### config.mk
export PLATFORM = sky130hd
export DESIGN_NAME = parking_occupancy_controller
export DESIGN_NICKNAME = d
export VERILOG_FILES = /design/src/rtl/parking_pkg.sv /design/src/rtl/sensor_debounce.sv /design/src/rtl/parking_occupancy_controller.sv
export SDC_FILE = /design/constraint.sdc
export NUM_CORES = 1
export LEC_CHECK = 0
export CAP_MARGIN = 40
export CORE_UTILIZATION = 35
export CTS_CLUSTER_DIAMETER = 80
export CTS_CLUSTER_SIZE = 25
export DETAILED_ROUTE_END_ITERATION = 7
export PLACE_DENSITY = 0.58
export SLEW_MARGIN = 20
export SYNTH_ARGS = -nofsm -noshare
export SYNTH_HDL_FRONTEND = slang
export SYNTH_SLANG_ARGS = --single-unit
### constraint.sdc
create_clock -name clk -period 3.3 [get_ports clk]
set_clock_uncertainty 0.05 [all_clocks]
set_input_delay 0.66 -clock clk [delete_from_list [all_inputs] [get_ports clk]]
set_output_delay 0.66 -clock clk [all_outputs]
set_load 0.05 [all_outputs]
### src/rtl/parking_pkg.sv
// Shared definitions for the parking occupancy controller.
//   CNT_W            width of the occupancy count and add/sub operands
//   DEFAULT_CAPACITY default maximum occupancy (legal range 1..7)
//   state_t          gate arbitration FSM states
package parking_pkg;

  localparam int CNT_W            = 3;
  localparam int DEFAULT_CAPACITY = 7;

  typedef enum logic [1:0] {
    IDLE       = 2'd0,
    ENTRY_OPEN = 2'd1,
    EXIT_OPEN  = 2'd2
  } state_t;

endpackage

### src/rtl/sensor_debounce.sv
// Vehicle sensor conditioner: 2-flop synchroniser, debounce counter and
// rising-edge detector on the debounced level.
//   clk     system clock
//   reset   asynchronous, active-high
//   sensor  raw asynchronous loop sensor
//   req     one-cycle pulse when the debounced level rises
module sensor_debounce #(
  parameter int DEBOUNCE_CYCLES = 4
) (
  input  logic clk,
  input  logic reset,
  input  logic sensor,
  output logic req
);

  localparam int CW = (DEBOUNCE_CYCLES > 1) ? $clog2(DEBOUNCE_CYCLES) : 1;
  localparam logic [CW-1:0] CNT_LAST = CW'(DEBOUNCE_CYCLES - 1);

  logic          sync1;
  logic          sync2;
  logic          level;
  logic [CW-1:0] cnt;

  // cnt counts consecutive synced samples that differ from the accepted
  // level; the level flips on the DEBOUNCE_CYCLES-th such sample.
  always_ff @(posedge clk or posedge reset) begin
    if (reset) begin
      sync1 <= 1'b0;
      sync2 <= 1'b0;
      level <= 1'b0;
      cnt   <= '0;
      req   <= 1'b0;
    end else begin
      sync1 <= sensor;
      sync2 <= sync1;
      req   <= 1'b0;
      if (sync2 == level) begin
        cnt <= '0;
      end else if (cnt == CNT_LAST) begin
        cnt   <= '0;
        level <= sync2;
        req   <= sync2;
      end else begin
        cnt <= cnt + 1'b1;
      end
    end
  end

endmodule

### src/rtl/parking_occupancy_controller.sv
// Parking counter front end: debounces entry/exit sensors, arbitrates one
// gate at a time, drives the external 3-bit add/sub stage and registers its
// result as the occupancy count.
//   clk, reset          clock; asynchronous active-high reset
//   entry_sensor        raw entry loop sensor
//   exit_sensor         raw exit loop sensor
//   as_sum              add/sub result: [2:0] value, [3] carry (unused)
//   as_s, as_a, as_b    add/sub select (1 = subtract), operand A (= count), operand B (= 1)
//   count               registered occupancy
//   entry_gate          entry gate open
//   exit_gate           exit gate open
//   full, empty         count == CAPACITY / count == 0
//   entry_reject        one-cycle pulse: entry requested while full
module parking_occupancy_controller
  import parking_pkg::*;
#(
  parameter int CAPACITY        = DEFAULT_CAPACITY,
  parameter int DEBOUNCE_CYCLES = 4,
  parameter int GATE_CYCLES     = 8
) (
  input  logic             clk,
  input  logic             reset,
  input  logic             entry_sensor,
  input  logic             exit_sensor,
  input  logic [CNT_W:0]   as_sum,
  output logic             as_s,
  output logic [CNT_W-1:0] as_a,
  output logic [CNT_W-1:0] as_b,
  output logic [CNT_W-1:0] count,
  output logic             entry_gate,
  output logic             exit_gate,
  output logic             full,
  output logic             empty,
  output logic             entry_reject
);

  localparam int TMR_W = (GATE_CYCLES > 1) ? $clog2(GATE_CYCLES) : 1;
  localparam logic [TMR_W-1:0] TMR_LAST = TMR_W'(GATE_CYCLES - 1);

  state_t           state;
  state_t           state_nxt;
  logic [TMR_W-1:0] gate_tmr;
  logic             gate_done;
  logic             req_in, req_out;
  logic             pend_in, pend_out;
  logic             want_in, want_out;
  logic             serve_in, serve_out;
  logic             reject, drop_out;
  logic             unused_carry;

  sensor_debounce #(.DEBOUNCE_CYCLES(DEBOUNCE_CYCLES)) u_entry_deb (
    .clk    (clk),
    .reset  (reset),
    .sensor (entry_sensor),
    .req    (req_in)
  );

  sensor_debounce #(.DEBOUNCE_CYCLES(DEBOUNCE_CYCLES)) u_exit_deb (
    .clk    (clk),
    .reset  (reset),
    .sensor (exit_sensor),
    .req    (req_out)
  );

  assign unused_carry = as_sum[CNT_W];
  assign as_a         = count;
  assign as_b         = CNT_W'(1);
  assign full         = (count == CNT_W'(CAPACITY));
  assign empty        = (count == '0);
  assign gate_done    = (gate_tmr == TMR_LAST);

  // A fresh request is folded into the pending flag here so an idle FSM
  // serves it on the very edge the flag would otherwise be set.
  assign want_in  = pend_in  | req_in;
  assign want_out = pend_out | req_out;

  always_ff @(posedge clk or posedge reset) begin
    if (reset) state <= IDLE;
    else       state <= state_nxt;
  end

  always_comb begin
    state_nxt = state;
    serve_in  = 1'b0;
    serve_out = 1'b0;
    reject    = 1'b0;
    drop_out  = 1'b0;
    case (state)
      IDLE: begin
        // Exit first: it frees a space for a waiting entry.
        if (want_out && !empty) begin
          serve_out = 1'b1;
          state_nxt = EXIT_OPEN;
        end else begin
          drop_out = want_out;
          if (want_in && !full) begin
            serve_in  = 1'b1;
            state_nxt = ENTRY_OPEN;
          end else begin
            reject = want_in;
          end
        end
      end
      ENTRY_OPEN, EXIT_OPEN: if (gate_done) state_nxt = IDLE;
      default: state_nxt = IDLE;
    endcase
  end

  always_comb begin
    entry_gate   = (state == ENTRY_OPEN);
    exit_gate    = (state == EXIT_OPEN);
    as_s         = serve_out;
    entry_reject = reject;
  end

  always_ff @(posedge clk or posedge reset) begin
    if (reset) begin
      count    <= '0;
      pend_in  <= 1'b0;
      pend_out <= 1'b0;
      gate_tmr <= '0;
    end else begin
      if (serve_in || serve_out) count <= as_sum[CNT_W-1:0];
      pend_in  <= (serve_in  || reject)   ? 1'b0 : want_in;
      pend_out <= (serve_out || drop_out) ? 1'b0 : want_out;
      gate_tmr <= (state != IDLE && !gate_done) ? gate_tmr + 1'b1 : '0;
    end
  end

endmodule

==> results by group <==
Finish
  • Post-route cell area: 1200 um^2
  • Area Overhead vs Synth: 25.5%
  • Layout Nets: 114
  • Most frequent cells in the layout: dfrtp_1 (22), clkdlybuf4s50_1 (18), ha_1 (7)
  • Fillers: 235
  • Leading cell type in the layout, fill and taps excluded: dfrtp_1
  • ANT cells: 0
  • Layout cell share with drive strength beyond 1: 9.18%

Logic synthesis
  • Syn_area_per_cell: 12.0 um^2
  • Synth cell types: 26
  • Yosys warnings: 0
  • Mux contribution to synthesized area: 3.53%
  • #FFs+latches synth: 22
  • Simple logic cell fraction of the synthesized area: 13.5%
  • Mapped cell area: 957 um^2
  • Cell count after synthesis: 80
  • Seq/Total Area, Yosys: 57.5%
  • Main combinational cell family by area after synthesis: simple AND/OR/NAND/NOR gates
  • Synth Area in Compound Gates: 6.67%
  • Adder-cell area share of the yosys netlist: 9.15%
  • Synth Area in XOR/XNOR: 1.83%

STA
  • Crit share post-route: 93.3%
  • Worst Max-Slew Pin Slew: 0.501 ns
  • RSZ-0062 raised after global routing: no
  • F_max: 0.325 GHz
  • Setup ws final: 0.221 ns
  • Min Hold Slack: 0.313 ns
  • Hold Violations, Final: 0
  • Setup TNS: 0 ns
  • Final setup vio count: 0
  • Slew Viols, Final: 0
  • Final Critical Period: 3.08 ns
  • Worst slew margin: 66.5%

Clock tree
  • TritonCTS clock tree: yes
  • Post-CTS setup buffers: 0
  • Max H-tree Level: 1
  • CTS buffer count: 3
  • Hold-fix buffers, CTS: 0
  • Max Root-Sink Buffers: 2
  • Worst skew pair latency: 0.30 ns
  • Reg clk slew, reported paths: 0.12 ns
  • Root Driver: clkbuf_4
  • CTS resizes: 0
  • Clock Sinks: 22

Pwr
  • Lkg Pwr: 0.559 nW
  • P per Cell Area: 892 nW/um^2
  • Peak VDD IR: 0.000626 V
  • Pwr Total: 1.07 mW

Die
  • # IOs: 23
  • Num rows: 18
  • Die Ht: 54.3 um
  • Core region area: 2520 um^2
  • Die ar.: 2950 um^2
  • Initial core utilization: 37.9%
  • Die width: 54.3 um

Setup path
  • Setup CP Type: reg -> out
  • WP data arrival: 2.37 ns
  • Crit path from: state[1]
  • Setup crit end kind: output port
  • Setup crit start kind: register
  • Crit path max fanout: 8
  • RR Startpoint: state[1]
  • Required time worst endpoint: 2.59 ns

Run
  • Max-Cap Viols: 0

Global routing
  • Total track usage: 11.4%
  • First-pass GRT wire length: 2380 um
  • Initial antenna violation count: 0
  • Vias in the first global route: 580
  • Largest net degree at the start of global routing: 23
  • Grt total ovfl: 0

Routing
  • 1st-iter DRT viols: 4
  • Routed WL: 1380 um
  • Post-DR vias/cell: 4.45
  • Drt wl/cell: 10.8 um
  • Pre-antenna DRT Iters: 4
  • Final antenna-violating net count: 0
  • Vias: 570
  • DRC violations left: 0

Placed design
  • Port bufs: 18
  • Placed Area: 1130 um^2
  • Post-DP HPWL: 1070 um
  • Placement Setup Slack: 0.567 ns
  • GPL Wtd Cong: 0.721

Status
  • Outcome: completed

Worst hold path
  • Hold path startpoint: u_entry_deb.sync1
  • Hold Crit Class: reg -> reg
## stage by stage
step,utilization [%],cells
finish,47.6,128
global route,47.6,128
CTS,47.0,127
detailed placement,44.9,123
global placement,44.9,123
floorplan,-,81
## power by group
part | total (mW) | internal (mW) | switching (mW) | leakage (nW)
combinational | 0.475 | 0.170 | 0.304 | 0.248
clock | 0.201 | 0.123 | 0.0785 | 0.0279
sequential | 0.396 | 0.337 | 0.0592 | 0.283
## cells in the mapped netlist
cell type	count	share of area, %
a21oi_1	1	0.52
a31oi_1	1	0.65
and2_1	2	1.3
buf_4	6	4.7
conb_1	2	0.78
dfrtp_1	22	58
ha_1	7	9.1
inv_1	5	2.0
inv_2	1	0.39
mux2_1	3	3.5
nand2_1	2	0.78
nand2b_1	1	0.65
nand3_1	1	0.52
nor2_1	6	2.4
nor2b_1	1	0.65
nor3_1	3	1.6
nor3_4	1	1.7
nor3b_1	3	2.4
o211ai_1	2	1.6
o21ai_0	4	2.1
o21ai_1	1	0.52
o22ai_2	1	1.3
or2_2	1	0.65
or3b_1	1	0.92
xnor2_1	1	0.92
xor2_1	1	0.92
## registers in the layout, summed over array words and instances (netlist names), 2 cells and up
signal	count
gate_tmr	3
state	2
u_exit_deb.cnt	2
u_entry_deb.cnt	2
as_a	3
## kinds of logic after synthesis
| family | count (synthesis) |
|---|---|
| buffers and inverters | 12 |
| AOI/OAI and AO/OA | 10 |
| muxes | 3 |
| other | 2 |
| and+or+nand+nor | 22 |
| xor gates and xnor gates | 2 |
| DFF | 22 |
| adders and majority gates | 7 |
## worst max-delay path: stages (launching register included)
cell and delay (ns):
dfrtp_1 0.42, inv_1 0.11, ha_1 0.32, o21ai_0 0.19, nor3_1 0.19, clkdlybuf4s50_1 0.83
## layer usage
layer	track usage (%)	up-vias	share of wire, %
li1	-	293	-
met1	13.3	254	46
met2	19.9	23	47
met3	5.00	0	6.5
met4	1.28	0	0
met5	0	-	0
## final timing paths
path	endpoint	slack, ns	cells after the start
worst max-delay path	entry_reject	0.22	5
worst max register to register	as_a[2]	1.51	5
min in group asynchronous	u_exit_deb.level	0.50	2
worst min register to register	u_entry_deb.sync2	0.31	0
max in group asynchronous	as_a[1]	2.33	3
worst min-delay path	u_entry_deb.sync2	0.31	0
## layout make-up
cell class,instances,area [um^2],area share (%)
Sequential cell,22,551,45.8
Clock buffer,3,22.5,1.88
Multi-Input combinational cell,47,343,28.5
Inverter,6,22.5,1.88
Timing Repair Buffer,19,195,16.3
Tap cell,30,37.5,3.13
Clock inverter,1,30.0,2.50
Power figures use the tool's default switching activity.
